[src/rtl/muldiv_seq_pkg.sv]
// Shared CPU package (cpu_pkg) used by the EX-stage blocks.
// Contents:
//   - funct3 encodings of the RV32M operations (MULDIV_MUL .. MULDIV_REMU)
//   - FSM state type of the multiply/divide sequencer
//   - the 4-bit single-cycle ALU operation encoding, kept here for decode
//   - small decode helpers for operand signedness
package cpu_pkg;

  localparam logic [2:0] MULDIV_MUL    = 3'b000;
  localparam logic [2:0] MULDIV_MULH   = 3'b001;
  localparam logic [2:0] MULDIV_MULHSU = 3'b010;
  localparam logic [2:0] MULDIV_MULHU  = 3'b011;
  localparam logic [2:0] MULDIV_DIV    = 3'b100;
  localparam logic [2:0] MULDIV_DIVU   = 3'b101;
  localparam logic [2:0] MULDIV_REM    = 3'b110;
  localparam logic [2:0] MULDIV_REMU   = 3'b111;

  typedef enum logic [2:0] {
    IDLE,
    PREP,
    CALC,
    FIX,
    DONE
  } muldiv_state_t;

  typedef enum logic [3:0] {
    ALU_ADD  = 4'd0,
    ALU_SUB  = 4'd1,
    ALU_SLL  = 4'd2,
    ALU_SLT  = 4'd3,
    ALU_SLTU = 4'd4,
    ALU_XOR  = 4'd5,
    ALU_SRL  = 4'd6,
    ALU_SRA  = 4'd7,
    ALU_OR   = 4'd8,
    ALU_AND  = 4'd9,
    ALU_LUI  = 4'd10
  } alu_op_t;

  // funct3[2] separates the divide/remainder group from the multiply group.
  function automatic logic muldiv_is_div(input logic [2:0] op);
    return op[2];
  endfunction

  // rs1 is treated as signed for MULH, MULHSU, DIV and REM.
  function automatic logic muldiv_a_signed(input logic [2:0] op);
    return (op == MULDIV_MULH) || (op == MULDIV_MULHSU) ||
           (op == MULDIV_DIV)  || (op == MULDIV_REM);
  endfunction

  // rs2 is treated as signed for MULH, DIV and REM.
  function automatic logic muldiv_b_signed(input logic [2:0] op);
    return (op == MULDIV_MULH) || (op == MULDIV_DIV) || (op == MULDIV_REM);
  endfunction

endpackage

[src/rtl/muldiv_seq_if.sv]
// Request/response bundle between the EX stage and the multiply/divide sequencer.
// master = EX stage (requester), slave = muldiv_seq.
//   flush      master->slave  abort the op in flight
//   in_valid   master->slave  op request
//   in_ready   slave->master  sequencer idle and able to accept
//   in_op      master->slave  funct3 of the M-extension op
//   in_a/in_b  master->slave  rs1/rs2 operands
//   out_valid  slave->master  result valid, held until accepted
//   out_ready  master->slave  result accepted
//   out_result slave->master  32-bit result
//   busy       slave->master  stall request for EX
interface muldiv_seq_if #(
  parameter int XLEN = 32
);
  logic            flush;
  logic            in_valid;
  logic            in_ready;
  logic [2:0]      in_op;
  logic [XLEN-1:0] in_a;
  logic [XLEN-1:0] in_b;
  logic            out_valid;
  logic            out_ready;
  logic [XLEN-1:0] out_result;
  logic            busy;

  modport master (
    output flush, in_valid, in_op, in_a, in_b, out_ready,
    input  in_ready, out_valid, out_result, busy
  );

  modport slave (
    input  flush, in_valid, in_op, in_a, in_b, out_ready,
    output in_ready, out_valid, out_result, busy
  );
endinterface

[src/rtl/muldiv_divstep.sv]
// One restoring-divide step, purely combinational.
//   rem      in   XLEN  partial remainder (always < dvs)
//   dvd_msb  in   1     next dividend bit shifted into the remainder
//   dvs      in   XLEN  divisor magnitude (non-zero)
//   rem_next out  XLEN  partial remainder after this step
//   q_bit    out  1     quotient bit produced by this step
module muldiv_divstep #(
  parameter int XLEN = 32
) (
  input  logic [XLEN-1:0] rem,
  input  logic            dvd_msb,
  input  logic [XLEN-1:0] dvs,
  output logic [XLEN-1:0] rem_next,
  output logic            q_bit
);

  logic [XLEN:0] shifted;
  logic [XLEN:0] diff;

  always_comb begin
    shifted = {rem, dvd_msb};
    diff    = shifted - {1'b0, dvs};
    // Because rem < dvs, shifted < 2*dvs: a non-negative difference always
    // fits in XLEN bits, so the top bit of the (XLEN+1)-bit difference is
    // exactly the borrow.
    q_bit    = ~diff[XLEN];
    rem_next = q_bit ? diff[XLEN-1:0] : shifted[XLEN-1:0];
  end

endmodule

[src/rtl/muldiv_seq.sv]
// Iterative RV32M multiply/divide sequencer sitting beside the EX-stage ALU.
// Radix-2 shift-add multiply and restoring divide, one bit per cycle.
//   IDLE -(accept)-> PREP -> CALC (XLEN cycles) -> FIX -> DONE -(out_ready)-> IDLE
//   Divide by zero skips straight from PREP to DONE.
// Ports:
//   clk    in  rising-edge clock
//   rst_n  in  asynchronous active-low reset
//   bus    muldiv_seq_if.slave (flush, request, response and busy signals)
// Build option:
//   MULDIV_EARLY_EXIT_EN  multiply CALC stops once the remaining multiplier
//                         is zero; divide always runs XLEN steps.
module muldiv_seq
  import cpu_pkg::*;
#(
  parameter int XLEN = 32
) (
  input  logic        clk,
  input  logic        rst_n,
  muldiv_seq_if.slave bus
);

  localparam int CW = $clog2(XLEN) + 1;

  muldiv_state_t state_reg, state_next;

  logic [2:0]        op_reg;
  logic [XLEN-1:0]   a_reg, b_reg;
  logic [CW-1:0]     cnt_reg;
  logic [2*XLEN-1:0] acc_reg, mcand_reg;
  logic [XLEN-1:0]   mplier_reg;
  logic [XLEN-1:0]   rem_reg, quo_reg, dvs_reg;
  logic              neg_res_reg, neg_rem_reg;
  logic [XLEN-1:0]   result_reg;

  logic              accept;
  logic              op_is_div, div_by_zero;
  logic              sign_a, sign_b;
  logic [XLEN-1:0]   mag_a, mag_b;
  logic [XLEN-1:0]   mplier_shr;
  logic              calc_done;
  logic [XLEN-1:0]   rem_step;
  logic              q_step;
  logic [2*XLEN-1:0] product;
  logic [XLEN-1:0]   quotient, remainder, fix_result;

  muldiv_divstep #(.XLEN(XLEN)) u_divstep (
    .rem      (rem_reg),
    .dvd_msb  (quo_reg[XLEN-1]),
    .dvs      (dvs_reg),
    .rem_next (rem_step),
    .q_bit    (q_step)
  );

  // Operand decode on the latched request.
  always_comb begin
    op_is_div   = muldiv_is_div(op_reg);
    div_by_zero = op_is_div && (b_reg == '0);
    sign_a      = muldiv_a_signed(op_reg) && a_reg[XLEN-1];
    sign_b      = muldiv_b_signed(op_reg) && b_reg[XLEN-1];
    mag_a       = sign_a ? -a_reg : a_reg;
    mag_b       = sign_b ? -b_reg : b_reg;
    mplier_shr  = mplier_reg >> 1;
  end

  // Sign correction and result selection for FIX.
  always_comb begin
    product    = neg_res_reg ? -acc_reg : acc_reg;
    quotient   = neg_res_reg ? -quo_reg : quo_reg;
    remainder  = neg_rem_reg ? -rem_reg : rem_reg;
    fix_result = '0;
    case (op_reg)
      MULDIV_MUL:                             fix_result = product[XLEN-1:0];
      MULDIV_MULH, MULDIV_MULHSU, MULDIV_MULHU: fix_result = product[2*XLEN-1:XLEN];
      MULDIV_DIV, MULDIV_DIVU:                fix_result = quotient;
      default:                                fix_result = remainder;
    endcase
  end

  // Next state and handshake outputs.
  always_comb begin
    state_next = state_reg;
    calc_done  = (cnt_reg == CW'(XLEN - 1));
`ifdef MULDIV_EARLY_EXIT_EN
    // Nothing left to add once the shifted-out multiplier is zero.
    if (!op_is_div && (mplier_shr == '0)) begin
      calc_done = 1'b1;
    end
`endif
    accept = bus.in_valid && (state_reg == IDLE) && !bus.flush;

    case (state_reg)
      IDLE:    if (accept) state_next = PREP;
      PREP:    state_next = div_by_zero ? DONE : CALC;
      CALC:    if (calc_done) state_next = FIX;
      FIX:     state_next = DONE;
      DONE:    if (bus.out_ready) state_next = IDLE;
      default: state_next = IDLE;
    endcase
    // A kill from the pipeline overrides everything, including the
    // consumer taking the result.
    if (bus.flush) begin
      state_next = IDLE;
    end

    bus.in_ready   = (state_reg == IDLE);
    bus.out_valid  = (state_reg == DONE);
    bus.busy       = (state_reg != IDLE);
    bus.out_result = result_reg;
  end

  always_ff @(posedge clk or negedge rst_n) begin
    if (!rst_n) begin
      state_reg <= IDLE;
    end else begin
      state_reg <= state_next;
    end
  end

  always_ff @(posedge clk or negedge rst_n) begin
    if (!rst_n) begin
      op_reg      <= '0;
      a_reg       <= '0;
      b_reg       <= '0;
      cnt_reg     <= '0;
      acc_reg     <= '0;
      mcand_reg   <= '0;
      mplier_reg  <= '0;
      rem_reg     <= '0;
      quo_reg     <= '0;
      dvs_reg     <= '0;
      neg_res_reg <= 1'b0;
      neg_rem_reg <= 1'b0;
      result_reg  <= '0;
    end else if (!bus.flush) begin
      case (state_reg)
        IDLE: begin
          if (accept) begin
            op_reg <= bus.in_op;
            a_reg  <= bus.in_a;
            b_reg  <= bus.in_b;
          end
        end
        PREP: begin
          cnt_reg     <= '0;
          neg_res_reg <= sign_a ^ sign_b;
          neg_rem_reg <= sign_a;
          acc_reg     <= '0;
          mcand_reg   <= {{XLEN{1'b0}}, mag_a};
          mplier_reg  <= mag_b;
          rem_reg     <= '0;
          quo_reg     <= mag_a;
          dvs_reg     <= mag_b;
          if (div_by_zero) begin
            result_reg <= ((op_reg == MULDIV_DIV) || (op_reg == MULDIV_DIVU)) ? '1 : a_reg;
          end
        end
        CALC: begin
          cnt_reg <= cnt_reg + CW'(1);
          if (op_is_div) begin
            // quo_reg shifts the dividend out at the top while the quotient
            // bits fill in from the bottom.
            rem_reg <= rem_step;
            quo_reg <= {quo_reg[XLEN-2:0], q_step};
          end else begin
            if (mplier_reg[0]) begin
              acc_reg <= acc_reg + mcand_reg;
            end
            mcand_reg  <= mcand_reg << 1;
            mplier_reg <= mplier_shr;
          end
        end
        FIX: begin
          result_reg <= fix_result;
        end
        default: ;
      endcase
    end
  end

endmodule

[src/flat_wrapper.sv]
// flat-port wrapper written by rule: the top's interface ports become plain ports
module muldiv_seq_flat import cpu_pkg::*;
#(
  parameter int XLEN = 32
)
  (clk, rst_n, bus_flush, bus_in_valid, bus_in_op, bus_in_a, bus_in_b, bus_out_ready, bus_in_ready, bus_out_valid, bus_out_result, bus_busy);
  muldiv_seq_if #(.XLEN(XLEN)) bus_i ();
  input  logic clk;
  input  logic rst_n;
  input wire logic [$bits(bus_i.flush)-1:0] bus_flush;
  input wire logic [$bits(bus_i.in_valid)-1:0] bus_in_valid;
  input wire logic [$bits(bus_i.in_op)-1:0] bus_in_op;
  input wire logic [$bits(bus_i.in_a)-1:0] bus_in_a;
  input wire logic [$bits(bus_i.in_b)-1:0] bus_in_b;
  input wire logic [$bits(bus_i.out_ready)-1:0] bus_out_ready;
  output wire logic [$bits(bus_i.in_ready)-1:0] bus_in_ready;
  output wire logic [$bits(bus_i.out_valid)-1:0] bus_out_valid;
  output wire logic [$bits(bus_i.out_result)-1:0] bus_out_result;
  output wire logic [$bits(bus_i.busy)-1:0] bus_busy;
  assign bus_i.flush = bus_flush;
  assign bus_i.in_valid = bus_in_valid;
  assign bus_i.in_op = bus_in_op;
  assign bus_i.in_a = bus_in_a;
  assign bus_i.in_b = bus_in_b;
  assign bus_i.out_ready = bus_out_ready;
  assign bus_in_ready = bus_i.in_ready;
  assign bus_out_valid = bus_i.out_valid;
  assign bus_out_result = bus_i.out_result;
  assign bus_busy = bus_i.busy;
  muldiv_seq #(.XLEN(XLEN)) u_core (.clk(clk), .rst_n(rst_n), .bus(bus_i));
endmodule
[config.mk]
export PLATFORM = sky130hd
export DESIGN_NAME = muldiv_seq_flat
export DESIGN_NICKNAME = d
export VERILOG_FILES = /design/src/rtl/muldiv_seq_pkg.sv /design/src/rtl/muldiv_seq_if.sv /design/src/rtl/muldiv_divstep.sv /design/src/rtl/muldiv_seq.sv /design/src/flat_wrapper.sv
export SDC_FILE = /design/constraint.sdc
export NUM_CORES = 1
export LEC_CHECK = 0
export BUFFER_PORTS_ARGS = -buffer_cell sky130_fd_sc_hd__buf_2
export CORE_MARGIN = 3
export CORE_UTILIZATION = 45
export DETAILED_ROUTE_END_ITERATION = 10
export PLACE_DENSITY = 0.68
export SLEW_MARGIN = 20
export SYNTH_ARGS = -nofsm -noshare
export SYNTH_HDL_FRONTEND = slang
export SYNTH_SLANG_ARGS = --single-unit
[constraint.sdc]
create_clock -name clk -period 4.3 [get_ports clk]
set_input_delay 0.43 -clock clk [delete_from_list [all_inputs] [get_ports clk]]
set_output_delay 0.43 -clock clk [all_outputs]
set_load 0.05 [all_outputs]
Word level (Yosys, flattened, before mapping)
Cells that the tools add are included.
{"block": "word_totals", "latchBits": 0, "wordCells": 99, "mem_bits_ro": 0, "mem_count": 0, "in_bits": 72, "ramBits": 0, "out_inout_bits": 35, "regBits": 366}
{"block": "classes", "order_cmp": 0, "addsub": 8, "mux": 28, "n_reduce_logical": 28, "n_bitwise": 3, "eq_ne": 18, "n_shift": 0, "n_div": 0, "multipliers": 0}
{"cell": "$mux W32", "n": 10}
{"cell": "$mux W64", "n": 4}
{"cell": "$pmux W32 S2", "n": 4}
{"cell": "$pmux W64 S2", "n": 2}
{"cell": "$neg A32 Y32", "n": 4}
{"cell": "$pmux W32 S3", "n": 1}
{"cell": "$add A64 B64 Y64", "n": 1}
{"cell": "$neg A64 Y64", "n": 1}
{"cell": "$sub A33 B32 Y33", "n": 1}
{"cell": "$logic_not A32 Y1", "n": 1}
{"cell": "$mux W3", "n": 5}
{"cell": "$pmux W3 S5", "n": 1}
{"cell": "$reduce_and A3 Y1", "n": 5}
{"cell": "$eq A3 B2 Y1 const B", "n": 4}
{"cell": "$eq A3 B3 Y1 const B", "n": 4}
{"cell": "$pmux W6 S2", "n": 1}
{"cell": "$add A6 B1 Y6 const B", "n": 1}
{"cell": "$eq A3 B1 Y1 const B", "n": 2}
{"cell": "$eq A6 B5 Y1 const B", "n": 1}
{"cell": "$logic_not A3 Y1", "n": 2}
{"cell": "$logic_or A1 B1 Y1", "n": 6}
{"cell": "$ne A2 B1 Y1 const B", "n": 3}
{"cell": "$ne A3 B2 Y1 const B", "n": 2}
{"cell": "$logic_and A1 B1 Y1", "n": 5}
{"cell": "11 further kinds", "n": 14}

Logic depth before layout (Yosys ltp)
{"block": "depth", "depth_word": 7, "ltp_mapped": 14, "ltp_nobuf": 13}

Cells and area by module
A second synthesis with hierarchy kept.
{"block": "unflattened", "cells_unflattened": 2974, "area_unflattened_um2": 25215.4}
{"mod": "muldiv_seq", "area_each_um2": 22856.9, "seq_area_each_um2": 9158.8, "cells_per_inst": 2669, "instances": 1}
{"mod": "muldiv_divstep", "area_each_um2": 2358.5, "seq_area_each_um2": 0.0, "cells_per_inst": 305, "instances": 1}

Least setup slack after synthesis
Ideal clock, no wire load.
{"block": "synth_timing", "path_kind": "register to register", "start": "register u_core.acc_reg[18]", "end": "register u_core.result_reg[30] (netlist: u_core.bus.out_result[30])", "arrival_ns": 3.617, "path_stages_with_launch": 11, "t_required_ns": 4.172, "setup_slack_ns": 0.555, "period_less_slack_ns": 3.745, "path_buffers": 1, "setup_time_ns": 0.128, "path_cell_list": "dfrtp_1 -> or4_4 -> or4_4 -> or4_1 -> buf_2 -> or4b_4 -> or3b_4 -> o41ai_4 -> xnor2_1 -> a221oi_1 -> o21ai_1"}
{"block": "synth_between", "elab_chain_cells": 4}
{"element": "start, declared", "line": "muldiv_seq.sv:29", "rtl": "logic [2*XLEN-1:0] acc_reg, mcand_reg;"}
{"element": "start signal, assigned", "line": "muldiv_seq.sv:166", "rtl": "acc_reg <= acc_reg + mcand_reg;"}
{"element": "$neg A64 Y64", "line": "muldiv_seq.sv:67", "rtl": "product = neg_res_reg ? -acc_reg : acc_reg;"}
{"element": "$mux W64", "line": "muldiv_seq.sv:67"}
{"element": "$pmux W32 S3", "line": "muldiv_seq.sv:71", "rtl": "case (op_reg)"}
{"element": "$pmux W32 S2", "line": "muldiv_seq.sv:135", "rtl": "case (state_reg)"}
{"element": "end signal, assigned", "line": "muldiv_seq.sv:154", "rtl": "result_reg <= ((op_reg == MULDIV_DIV) || (op_reg == MULDIV_DIVU)) ? '1 : a_reg;"}
{"element": "end signal, assigned", "line": "muldiv_seq.sv:173", "rtl": "result_reg <= fix_result;"}
{"element": "end, declared", "line": "muldiv_seq.sv:33", "rtl": "logic [XLEN-1:0] result_reg;"}
Every way passes these cells.
A chain may end at the register's enable or synchronous reset.

Final worst setup path
{"block": "layout_timing", "start": "register u_core.acc_reg[21]", "end": "register u_core.acc_reg[49]"}
{"block": "layout_between", "elab_chain_cells": 4}
{"element": "$add A64 B64 Y64", "line": "muldiv_seq.sv:166"}
{"element": "$mux W64", "line": "muldiv_seq.sv:165", "rtl": "if (mplier_reg[0]) begin"}
{"element": "$mux W64", "line": "muldiv_seq.sv:159", "rtl": "if (op_is_div) begin"}
{"element": "$pmux W64 S2", "line": "muldiv_seq.sv:135"}
Every way passes these cells. The select of a mux whose other input is x is not followed.

==> run metrics <==
Final Hold Fails 0; initial antenna violation count 1; top cell type's share of synthesized area about 37%; total core area 53300 um2; kind of critical path register to register; worst clock skew on the final layout between 0.015 and 0.02 ns; via count of the first global-routing pass between 20000 and 25000; number of buffers inserted by port buffering 106; Pleak about 0.012 uW; routed via count approximately 23000; maximum fanout encountered on the critical timing path 8; Initial Utilization between 40% and 50%; unique cell type count in the Yosys netlist 71; most frequent cells in the layout sky130_fd_sc_hd__o21ai_0, sky130_fd_sc_hd__dfrtp_1, sky130_fd_sc_hd__nand2_1, sky130_fd_sc_hd__a21oi_1, sky130_fd_sc_hd__nor2_1; leading register cell type out of synthesis sky130_fd_sc_hd__dfrtp_1; Wirelength per Cell around 22 um; Tightest Hold Check Type input port to register; number of warnings printed during yosys synthesis 0; number of diodes 0; post-synthesis sequential area ratio 37.3%; result of the run complete, no violations; accumulated negative setup slack 0 ns; routability congestion estimate slightly below 1; Period Utilization, post-route between 90 and 100%; CTS Sinks 366; clock-pin slew on the worst setup and hold paths approximately 0.060 ns; Layout area overhead 11.7%; largest vdd supply drop roughly 0.34 mV; Synth area leaders sky130_fd_sc_hd__dfrtp_1, sky130_fd_sc_hd__o21ai_0, sky130_fd_sc_hd__nand2_1, sky130_fd_sc_hd__ha_1, sky130_fd_sc_hd__xor2_1; data required time at the worst endpoint ~4.8 ns; capturing element type of the critical path register; mean cell area of the mapped netlist 8.52 um2; Post-synth ARST share between 90% and 100%; final WL 81.7 mm; Detailed Routing Iterations Pass 1 5; post-route ant nets 0; maximum number of pins on one net before global-route repair 141; RSZ-0062 raised after global routing no; maximum buffer depth of the clock tree 3; data arrival time at the worst-slack endpoint between 4 and 5 ns; first-pass GRT wire length about 130 mm; Rel. slew slack roughly 39%; buffer type at the clock tree root sky130_fd_sc_hd__clkbuf_16; pin slew with the least headroom to its limit 0.919 ns; number of remaining DRC errors 0; Total Die Area approximately 57000 um2; Power per Cell Area a little under 700 nW/um2; DRC marker count from the first detailed-route iteration roughly 2000; row count 84; x dimension of the die about 240 um; Syn Nets around 3000; Critical Path Start Type register; count of flip-flops with a built-in enable after synthesis 0; final count of pins violating max slew 0; Final HPWL DP roughly 60 mm; area leader, netlist sky130_fd_sc_hd__dfrtp_1; Max-Cap Viols 0; die height 240 um; fraction of layout cells with a size suffix above 1 approximately an eighth; Design Power 18400 uW; post-synth design cell area between 20000 and 25000 um2; register bit total from synthesis approximately 370; NumNets Final slightly above 3000; total I/O pin count ~110; gr ovfl total 0; Total Routing Usage GR ~28%; post-layout min period 4.02 ns; final setup vio count 0; clock tree from TritonCTS yes; Setup Fix Bufs, Post-CTS 0; number of vias per cell 6.19; Fmax achieved approximately 0.25 GHz; number of H-tree levels 2; leading cell type in the layout, fill and taps excluded sky130_fd_sc_hd__o21ai_0; number of instances in the synthesized netlist between 2000 and 3000; clock latency reported for the late side of the worst-skew pair about 0.6 ns; number of buffers created by CTS between 40 and 50
[cell usage after synthesis (13+ instances only)]
library cell / number
sky130_fd_sc_hd__a211oi_1: 21
sky130_fd_sc_hd__nor2b_1: 15
sky130_fd_sc_hd__nor2_1: 182
sky130_fd_sc_hd__o211ai_1: 17
sky130_fd_sc_hd__and2_1: 15
sky130_fd_sc_hd__a221oi_1: 13
sky130_fd_sc_hd__nor4_1: 16
sky130_fd_sc_hd__mux2_2: 71
sky130_fd_sc_hd__a22o_1: 43
sky130_fd_sc_hd__o31ai_1: 62
sky130_fd_sc_hd__inv_1: 67
sky130_fd_sc_hd__o21ai_0: 389
sky130_fd_sc_hd__nand2b_1: 22
sky130_fd_sc_hd__o41ai_1: 24
sky130_fd_sc_hd__nand3_1: 30
sky130_fd_sc_hd__buf_1: 21
sky130_fd_sc_hd__a31oi_1: 26
sky130_fd_sc_hd__a21o_1: 79
sky130_fd_sc_hd__o21bai_1: 15
sky130_fd_sc_hd__clkbuf_1: 146
sky130_fd_sc_hd__a21oi_1: 225
sky130_fd_sc_hd__dfrtp_1: 366
sky130_fd_sc_hd__ha_1: 101
sky130_fd_sc_hd__and3_1: 13
sky130_fd_sc_hd__nand4_1: 33
sky130_fd_sc_hd__xnor2_1: 116
sky130_fd_sc_hd__xor2_1: 137
sky130_fd_sc_hd__or3_1: 47
sky130_fd_sc_hd__mux2i_1: 21
sky130_fd_sc_hd__nand2_1: 349
sky130_fd_sc_hd__or2_2: 18
sky130_fd_sc_hd__nor3_1: 47
sky130_fd_sc_hd__o22ai_1: 22
sky130_fd_sc_hd__or4_1: 22
[where the power goes]
group / switching (uW) / internal (uW) / leakage, uW
Sequential: 1320 / 4430 / 0.00464
Combinational: 5530 / 3250 / 0.00705
Clock: 1560 / 2350 / 0.000739
[through the flow]
stage	instance area [um2]	hold slack (ns)	setup slack (ns)	util (%)	instances
floorplan	24600	0.134	0.555	-	2882
global placement	25900	0.381	0.397	48.6	3572
detailed placement	25900	0.390	0.264	48.6	3572
CTS	27400	0.0453	0.212	51.4	3650
global route	27400	0.0631	0.0586	51.5	3650
finish	27400	0.0775	0.282	51.5	3650
[layout make-up]
| cell class | count | area, um2 |
|---|---|---|
| Inverter | 67 | 251 |
| Sequential cell | 366 | 9160 |
| Timing Repair Buffer | 171 | 1080 |
| Multi-Input combinational cell | 2281 | 14600 |
| Tap cell | 688 | 861 |
| Fill cell | 4918 | 25900 |
| Clock buffer | 59 | 1260 |
| Clock inverter | 18 | 233 |
[cell families (layout without fill, tap and decap cells)]
logic type / Yosys count / count (layout) / share of synthesized area, %
mux: 92 / 92 / 4.11
compound gates: 1005 / 1005 / 25.0
flops: 366 / 366 / 37.3
buf+inv: 235 / 315 / 3.60
simple gates: 828 / 828 / 15.6
fa+ha+maj: 103 / 103 / 5.31
xor+xnor: 253 / 253 / 9.03
[critical path, cell delays in order (launching register included)]
cell	delay, ns
sky130_fd_sc_hd__dfrtp_1	0.43
sky130_fd_sc_hd__ha_1	0.47
sky130_fd_sc_hd__and4_1	0.29
sky130_fd_sc_hd__nand4_1	0.17
sky130_fd_sc_hd__or4_1	0.54
sky130_fd_sc_hd__a211oi_1	0.39
sky130_fd_sc_hd__buf_4	0.20
sky130_fd_sc_hd__nor2_1	0.06
sky130_fd_sc_hd__o31ai_2	0.34
sky130_fd_sc_hd__a41oi_1	0.29
sky130_fd_sc_hd__o31ai_1	0.44
sky130_fd_sc_hd__xnor2_1	0.17
sky130_fd_sc_hd__o21ai_0	0.10
[what timing repair did]
item | CTS | global route
hold buffers | 1 | 0
hold endpoints to repair | 52 | 0
endpoints found under the setup margin | 0 | 4
resized for setup | 0 | 3
[layer usage]
| metal | routed length, um | GRT usage, % |
|---|---|---|
| met1 | 36700 | 40.0 |
| met2 | 35600 | 43.3 |
| met3 | 6110 | 5.38 |
| met4 | 3320 | 10.7 |
| met5 | 13 | 0 |
[worst paths after layout]
| check | startpoint | to | slack, ns | cells after the start |
|---|---|---|---|---|
| max reg2reg | u_core.acc_reg[21]$_DFFE_PN0P_ | u_core.acc_reg[49]$_DFFE_PN0P_ | 0.28 | 12 |
| min reg2reg | u_core.dvs_reg[4]$_DFFE_PN0P_ | u_core.dvs_reg[4]$_DFFE_PN0P_ | 0.48 | 2 |
| max | u_core.acc_reg[21]$_DFFE_PN0P_ | u_core.acc_reg[49]$_DFFE_PN0P_ | 0.28 | 12 |
| min in group asynchronous | rst_n | u_core.mplier_reg[12]$_DFFE_PN0P_ | 0.35 | 2 |
| max in group asynchronous | rst_n | u_core.neg_res_reg$_DFFE_PN0P_ | 2.73 | 3 |
| min | bus_in_a[14] | u_core.a_reg[14]$_DFFE_PN0P_ | 0.08 | 2 |
Power figures use the tool's default switching activity.
